File: src/rtl/comparator_mc.sv
// Sliced magnitude comparator: walks W-bit slices MSB-first, stops at the first difference; m cycles (1..K) from accept to o_valid.
// Result is held indefinitely under o_ready backpressure; no new request is accepted until it is consumed.
module comparator_mc #(
   parameter int N = 16,
   parameter int W = 4,
   localparam int K  = N / W,
   localparam int IW = (K > 1) ? $clog2(K) : 1,
   localparam int CW = $clog2(K + 1)
) (
   input  logic          clk,
   input  logic          rst_n,
   input  logic          i_flush,
   input  logic          i_valid,
   output logic          i_ready,
   input  logic          i_s,
   input  logic [N-1:0]  i_a,
   input  logic [N-1:0]  i_b,
   output logic          o_valid,
   input  logic          o_ready,
   output logic [5:0]    o_flags,
   output logic [CW-1:0] o_slices
);

   typedef enum logic [1:0] {IDLE, RUN, DONE} state_t;

   state_t        state_q, state_d;
   logic [N-1:0]  a_q, b_q;
   logic          s_q;
   logic [IW-1:0] idx_q;
   logic [CW-1:0] cnt_q;
   logic [5:0]    flags_q;

   logic [N-1:0]  a_sh, b_sh;
   logic [W-1:0]  flip, sa, sb;
   logic          differ, slice_lt, last, accept, step;

   // Flipping the sign bit of the MSB slice turns a signed compare into an unsigned one.
   always_comb begin
      a_sh     = a_q >> (idx_q * W);
      b_sh     = b_q >> (idx_q * W);
      flip     = '0;
      flip[W-1] = s_q && (idx_q == IW'(K - 1));
      sa       = a_sh[W-1:0] ^ flip;
      sb       = b_sh[W-1:0] ^ flip;
      differ   = (sa != sb);
      slice_lt = (sa < sb);
      last     = (idx_q == '0);
   end

   assign accept = (state_q == IDLE) && i_valid && !i_flush;
   assign step   = (state_q == RUN) && !i_flush;

   always_ff @(posedge clk or negedge rst_n) begin
      if (!rst_n) state_q <= IDLE;
      else        state_q <= state_d;
   end

   always_comb begin
      state_d = state_q;
      case (state_q)
         IDLE:    if (i_valid) state_d = RUN;
         RUN:     if (differ || last) state_d = DONE;
         DONE:    if (o_ready) state_d = IDLE;
         default: state_d = IDLE;
      endcase
      if (i_flush) state_d = IDLE;
   end

   always_ff @(posedge clk or negedge rst_n) begin
      if (!rst_n) begin
         a_q     <= '0;
         b_q     <= '0;
         s_q     <= 1'b0;
         idx_q   <= '0;
         cnt_q   <= '0;
         flags_q <= '0;
      end else if (accept) begin
         a_q   <= i_a;
         b_q   <= i_b;
         s_q   <= i_s;
         idx_q <= IW'(K - 1);
         cnt_q <= '0;
      end else if (step) begin
         cnt_q <= cnt_q + CW'(1);
         if (differ)
            flags_q <= {1'b0, 1'b1, slice_lt, slice_lt, !slice_lt, !slice_lt};
         else if (last)
            flags_q <= 6'b100101;
         else
            idx_q <= idx_q - IW'(1);
      end
   end

   assign i_ready  = (state_q == IDLE);
   assign o_valid  = (state_q == DONE);
   assign o_flags  = flags_q;
   assign o_slices = cnt_q;

endmodule

File: config.mk
export PLATFORM = sky130hd
export DESIGN_NAME = comparator_mc
export DESIGN_NICKNAME = d
export VERILOG_FILES = /design/src/rtl/comparator_mc.sv
export SDC_FILE = /design/constraint.sdc
export NUM_CORES = 1
export LEC_CHECK = 0
export ABC_AREA = 1
export CAP_MARGIN = 0
export CORE_MARGIN = 4
export CORE_UTILIZATION = 52
export CTS_BUF_LIST = sky130_fd_sc_hd__clkbuf_8
export CTS_CLUSTER_SIZE = 14
export DETAILED_ROUTE_END_ITERATION = 6
export HOLD_SLACK_MARGIN = 0.15
export PLACE_DENSITY_LB_ADDON = 0.25
export SLEW_MARGIN = 20
export SYNTH_ARGS = -nofsm -noshare
export SYNTH_HDL_FRONTEND = slang
export SYNTH_SLANG_ARGS = --single-unit
File: constraint.sdc
create_clock -name clk -period 2.5 [get_ports clk]
set_clock_uncertainty 0.15 [all_clocks]
set_input_delay 0.75 -clock clk [delete_from_list [all_inputs] [get_ports clk]]
set_output_delay 0.75 -clock clk [all_outputs]
set_load 0.05 [all_outputs]
# After elaboration in Yosys (flattened, before gate mapping)
# Cells that the tools add are included.
dict set report op_classes {
  n_addsub 2
  magnitude_cmp 1
  eq_ne 9
  shift 2
  n_mux 13
  n_bitwise 3
  n_reduce_logical 14
}
# op n
set ops {}
lappend ops {{16-bit by 4-bit >> shifter with 4-bit output} 2}
lappend ops {{2-bit 2-to-1 mux} 8}
lappend ops {{6-bit 2-to-1 mux} 2}
lappend ops {{3-bit AND reduction} 3}
lappend ops {{4-bit XOR} 2}
lappend ops {{3-bit 2-to-1 mux} 2}
lappend ops {{3-bit by 2-bit inequality test with 1-bit output (second input constant)} 2}
lappend ops {{2-bit one-hot mux with 3 select lines} 1}
lappend ops {{2-bit == test (second input constant)} 2}
lappend ops {{1-bit logical AND} 4}
lappend ops {{2-bit zero test} 2}
lappend ops {{4-bit less-than comparator} 1}
lappend ops {{2-bit by 1-bit inequality test with 1-bit output (second input constant)} 2}
lappend ops {{4-bit inequality test} 1}
lappend ops {{2-bit nonzero test} 2}
lappend ops {{3-bit by 1-bit adder with 3-bit output (second input constant)} 1}
lappend ops {{3-bit inequality test (second input constant)} 1}
lappend ops {{2-bit by 1-bit == test with 1-bit output (second input constant)} 1}
lappend ops {{1-bit zero test} 2}
lappend ops {{2-bit by 1-bit subtractor with 2-bit output (second input constant)} 1}
lappend ops {{1-bit logical OR} 1}
lappend ops {{1-bit inverter} 1}
dict set report word_totals {
  regBits 46
  input_bits 38
  output_inout_bits 11
  elab_cells 51
}

# Logic depth before layout (Yosys ltp)
# Gate-level depths: netlist of run 1.
dict set report logic_depth {
  ltp_word 8
  ltp_mapped 14
  depth_no_buf 13
}

# Worst setup path before layout of run 1
# OpenSTA, ideal clock, no wires.
dict set report synth_path {
  kind {reg2reg}
  start {register idx_q[0]}
  end {register flags_q[2] (netlist: o_flags[2])}
  setup_time_ns 0.113
  arrival_ns 1.787
  required_time_ns 2.237
  path_slack_ns 0.450
  stages_incl_launch_ff 14
  n_path_buf 2
  period_less_slack_ns 2.050
  path_cell_list {dfrtp_1 > buf_4 > inv_4 > buf_4 > nor2_1 > o22a_1 > ha_1 > nand2_1 > nor2_4 > nand2_1 > nand2_4 > nand2_1 > nand2_1 > inv_1}
}
dict set report synth_between {
  elab_chain_cells 6
  elab_cells_between_ends 12
  classes_between {order compare (1); eq/ne (2); shift (2); mux (1); bitwise (2); reduce/logical (4)}
}
# element line
set synth_rtl {}
lappend synth_rtl {{start: declaration} 29} ;# logic [IW-1:0] idx_q;
lappend synth_rtl {{start signal: assignment} 81} ;# idx_q <= IW'(K - 1);
lappend synth_rtl {{start signal: assignment} 90} ;# idx_q <= idx_q - IW'(1);
lappend synth_rtl {{branches (longest 6 deep; another with 4-bit less-than comparator)} n/a}
lappend synth_rtl {{end signal: assignment} 86} ;# flags_q <= {1'b0, 1'b1, slice_lt, slice_lt, !slice_lt, !slice_lt};
lappend synth_rtl {{end: declaration} 31} ;# logic [5:0] flags_q;
# Several ways; the timed one is not identified.
# A chain may end at the register's enable or synchronous reset.

# Worst setup path after layout of run 1
dict set report layout_path {
  start {register cnt_q[2] (netlist: o_slices[2])}
  end {output o_slices[2]}
}
# element line
set layout_rtl {}
lappend layout_rtl {{start: declaration} 30} ;# logic [CW-1:0] cnt_q;
lappend layout_rtl {{start signal: assignment} 84} ;# cnt_q <= cnt_q + CW'(1);
lappend layout_rtl {{end: declaration} 21} ;# output logic [CW-1:0] o_slices
# No word-level cell between the ends.

==> results of run 1 <==
-- metrics by stage --
step	util, %	instance area, um2
detailed placement	66.7	2740
global route	68.6	2820
floorplan	-	2270
CTS	68.6	2820
global placement	66.7	2740
finish	68.6	2820
-- registers in the layout, summed over array words and instances, names as in the netlist --
register and flops:
b_q 16, state_q 2, a_q 16, o_flags 6, o_slices 3, idx_q 2
s_q 1
-- where the power goes --
group	total (mW)	internal, mW	switching, mW
combinational	1.73	0.664	1.07
clock	0.430	0.188	0.242
sequential	1.28	1.05	0.229
-- repair_timing --
action                     4_1_cts  5_1_grt
setup endpoints to repair        0        8
buffers inserted                 0        0
resized for setup                0        1
-- layer usage --
| layer | track usage [%] | vias up | wire length, um |
|---|---|---|---|
| li1 | - | 949 | - |
| met1 | 24.1 | 822 | 2210 |
| met4 | 6.84 | 0 | 34 |
| met5 | 0 | - | 0 |
| met2 | 30.5 | 45 | 2180 |
| met3 | 4.19 | 4 | 262 |
-- cells in the final DEF (no fill, tap or decap), drive strengths merged, types with 5 or more instances in the layout --
master           n
inv             13
ha               7
dfrtp           46
o21ai           16
nand2          138
buf              6
clkdlybuf4s50   45
nand3           11
nor2            19
clkbuf           5
-- logic make-up after synthesis --
| family | after synthesis | synth area share (%) |
|---|---|---|
| and+or+nand+nor | 170 | 31.6 |
| AOI/OAI and AO/OA | 24 | 5.96 |
| buffers and inverters | 25 | 6.67 |
| adders and majority gates | 7 | 3.86 |
| DFF | 46 | 50.7 |
| xor gates and xnor gates | 3 | 1.16 |
-- worst paths after layout --
| path | to | cells after the start |
|---|---|---|
| worst max-delay path | o_slices[2] | 1 |
| worst min register to register | b_q[5] | 2 |
| min in group clk | b_q[5] | 2 |
| worst max register to register | o_flags[2] | 12 |
| worst min-delay path | o_flags[0] | 1 |
| max in group asynchronous | idx_q[0] | 2 |
-- layout make-up --
class | instances | area, um2
Fill cell | 347 | 1290
Sequential cell | 46 | 1150
Multi-Input combinational cell | 204 | 966
Timing Repair Buffer | 51 | 505
Clock buffer | 5 | 68.8
Tap cell | 50 | 62.6
Inverter | 14 | 58.8
Clock inverter | 2 | 10.0
-- synth_stat cells (2+ instances only) --
cell,instances
inv_4,2
ha_1,7
dfrtp_1,46
buf_4,5
buf_2,2
nor2_4,3
xor2_1,2
o21ai_0,15
buf_6,4
nand4_1,2
nand2_2,5
inv_1,10
o22a_1,3
nor2_1,16
nand3_1,9
nand2_1,132
o22ai_1,3
a21oi_1,2
==> out/metrics.yaml, run 1 <==
dieArea_um2: 5480
p_total_mw: 3.44
drc: 0
ys_ff_latch: 46
status: "finished, final reports clean"
fp.dieH_um: 74.1
startpoint: "o_slices[2]"
max_stage_delay_ns: 0.82
grt_pass1_vias: 1816
cts_tree: "built"
dpl.cell_count: 365
synthCells: 275
nNetsFinal: 367
fin_tns_setup_ns: 0
period_needed_ns: 2.43
path_cells: "clkdlybuf4s50_1"
portBuffers: 48
synth-seq-area-share_pct: 50.7
drtPass1Iterations: 4
h-tree-depth: 2
max_clock_freq_mhz: 412
p_leak_nw: 1.44
syn_nets: 320
synth_area_leaders: "dfrtp_1 (51%), nand2_1 (22%), ha_1 (3.9%)"
hold_violations: 0
worstSetupPathType: "flop to primary output"
synthDistinctLibCells: 25
drive_above_1_share_pct: 9.01
synth.top_cell.area_share_pct: 50.7
timing.rr.start: "idx_q[1]"
cp_max_fo: 3
required_ns: 1.60
slew_headroom_pct: 63.4
clockBufferDepth: 2
die_w_um: 74.1
reg2reg_setup_slack_ns: 0.17
antenna_found_initial: 0
tightestPinTransition_ns: 0.549
diodes: 0
io_pins: 49
track_usage_pct: 18.6
finalMaxSlewViolations: 0
crit_path_top_delay_cell: "clkdlybuf4s50_1"
routed_wl_um: 4680
numCtsBuffers: 5
synth_top_cell_by_area: "dfrtp_1"
setup_viol: 0
start_util_pct: 55.1
worstSkewPairLatency_ns: 0.30
cp.arrival_ns: 1.53
area_growth_pct: 24.5
drt.antenna.violating_nets: 0
path_delay_family: "buffers and inverters"
peakVddDrop_uv: 536
rsz0062_at_grt: "no"
cts.sinks: 46
p_per_area_nw_per_um2: 1220
synth_edf_count: 0
cts-root-buf: "clkbuf_8"
gr-total-overflow: 0
setup_slack_ns: 0.0703
ys_async_sr_fraction_pct: 100
routedWlPerCell_um: 12.6
avgViaCountPerCell: 4.89
syn_area_per_cell_um2: 8.25
grt_pass1_wl_um: 7900
clk_pin_slew_worst_paths_ns: 0.08
via_count: 1820
finalCritPeriodShare_pct: 97.2
rows: 23
hp-class: "primary input to asynchronous set/reset pin"
place_congestion: 0.862
path_buf_inv: 1
ys.flop_type: "dfrtp_1"
hpwl_um: 3420
grt_max_degree: 35
detail_route.iter0.violations: 96
final_cells: 372
core_area_um2: 4120
whs_ns: 0.276
crit_path_start_kind: "flop"
cts.hold.buffers_added: 0
netlist_area_um2: 2270
dpl_worst_slack_ns: 0.112
yosys_warnings: 0
worstSetupEndpointType: "primary output"
drv_cap: 0
No activity file was read; power rests on OpenSTA's default activity.
==> run 2: changes to the inputs <==
--- a/config.mk
+++ b/config.mk
@@ -6,9 +6,11 @@
 export NUM_CORES = 1
 export LEC_CHECK = 0
 export ABC_AREA = 1
-export CAP_MARGIN = 0
+export CAP_MARGIN = 20
+export CELL_PAD_IN_SITES_DETAIL_PLACEMENT = 1
+export CELL_PAD_IN_SITES_GLOBAL_PLACEMENT = 1
 export CORE_MARGIN = 4
-export CORE_UTILIZATION = 52
+export CORE_UTILIZATION = 38
 export CTS_BUF_LIST = sky130_fd_sc_hd__clkbuf_8
 export CTS_CLUSTER_SIZE = 14
 export DETAILED_ROUTE_END_ITERATION = 6
==> out/metrics.yaml, run 2 (same netlist as run 1, synthesis figures left out) <==
status: "finished, final reports clean"
final_common_cell: "nand2_1"
p_leak_nw: 1.46
drive_above_1_share_pct: 9.85
start_util_pct: 40.2
drt.antenna.violating_nets: 0
portBuffers: 48
place_congestion: 0.820
tightestPinTransition_ns: 0.563
rows: 27
worstSkewPairLatency_ns: 0.30
nNetsFinal: 369
cts.hold.buffers_added: 0
io_pins: 49
cts-root-buf: "clkbuf_8"
finalMaxSlewViolations: 0
grt_max_degree: 35
diodes: 0
path_delay_family: "buffers and inverters"
final_area_um2: 2890
path_cells: "clkdlybuf4s50_1"
detail_route.iter0.violations: 47
max_stage_delay_ns: 0.82
grt_pass1_wl_um: 9810
drc: 0
worstSetupPathType: "flop to primary output"
setup_viol: 0
path_buf_inv: 1
cp.arrival_ns: 1.53
h-tree-depth: 2
antenna_found_initial: 0
die_w_um: 85.3
hold_violations: 0
crit_path_start_kind: "flop"
finalCritPeriodShare_pct: 97.4
clk_pin_slew_worst_paths_ns: 0.09
placed_area_um2: 2770
dieArea_um2: 7270
final_cell_mix: "nand2_1 (132), clkdlybuf4s50_1 (45), dfrtp_1 (44)"
crit_path_top_delay_cell: "clkdlybuf4s50_1"
fin_tns_setup_ns: 0
peakVddDrop_uv: 560
cts_tree: "built"
fp.dieH_um: 85.3
cts.sinks: 46
numCtsBuffers: 5
hp-class: "primary input to asynchronous set/reset pin"
avgViaCountPerCell: 4.82
max_clock_freq_mhz: 411
hpwl_um: 4200
track_usage_pct: 16.6
clockBufferDepth: 2
area_growth_pct: 27.2
drtPass1Iterations: 4
grt_pass1_vias: 2067
routedWlPerCell_um: 14.0
slew_headroom_pct: 62.5
cp_max_fo: 4
period_needed_ns: 2.43
core_area_um2: 5640
worstSetupEndpointType: "primary output"
required_ns: 1.60
gr-total-overflow: 0
p_per_area_nw_per_um2: 1240
via_count: 1915
drv_cap: 0
routed_wl_um: 5550
-- run 2: cell count changes in the layout (fill, tap and decap cells not counted), sizes merged --
cell / previous run / this run
inv: 13 / 14
clkinv: 3 / 2
clkbuf: 5 / 6
buf: 6 / 8
-- run 2: routing by layer --
metal	track usage, %	routed length (um)	vias up
met2	28.5	2750	32
li1	-	-	956
met5	0	0	-
met1	20.8	2500	919
met3	3.98	235	8
met4	4.46	68	0
-- run 2: final cells by class --
class	count	area, um2
fill	693	2760
multi-input combinational	204	966
clock inverter	2	8.76
timing repair buffer	53	520
clock buffer	6	82.6
inverter	14	61.3
sequential	46	1160
tap	72	90.1
-- run 2: timing repair --
item,4_1_cts,5_1_grt
cloned,0,0
pin swaps,0,1
setup buffers,0,2
resized for setup,1,3
endpoints found under the setup margin,5,8
-- run 2: worst paths after layout --
check,start,end,slack [ns],depth (start not counted)
min in group clk,a_q[9],a_q[9],0.34,2
hold / removal,rst_n,state_q[1],0.28,1
setup reg to reg,idx_q[0],o_flags[2],0.19,13
setup / recovery,o_slices[0],o_slices[0],0.07,1
hold reg to reg,a_q[9],a_q[9],0.34,2
max in group asynchronous,rst_n,b_q[12],1.39,2
-- run 2: through the flow --
stage / worst slack, ns / cells / utilization [%] / hold WS, ns / total power [mW]
global route: -0.00566 / 397 / 51.1 / 0.314 / 3.93
CTS: 0.0455 / 395 / 50.8 / 0.292 / 3.57
global placement: 0.125 / 387 / 49.1 / 0.315 / 3.00
detailed placement: -0.0214 / 387 / 49.1 / 0.317 / 3.09
floorplan: 0.450 / 275 / - / 0.294 / 2.58
finish: 0.0657 / 397 / 51.1 / 0.282 / 3.58
-- run 2: worst reg2reg max path, delay by kind of cell (launching register included) --
kind | cells | cell delay [ns]
AND/OR/NAND/NOR | 9 | 0.85
flip-flops | 1 | 0.59
adder cells (fa/ha/maj) | 1 | 0.30
buffers and inverters | 2 | 0.19
XOR/XNOR | 1 | 0.15
-- run 2: report_power, final --
part / switching (mW) / leakage (nW) / internal (mW) / total, mW
clock: 0.248 / 0.0524 / 0.219 / 0.467
sequential: 0.254 / 0.566 / 1.06 / 1.31
combinational: 1.10 / 0.842 / 0.700 / 1.80
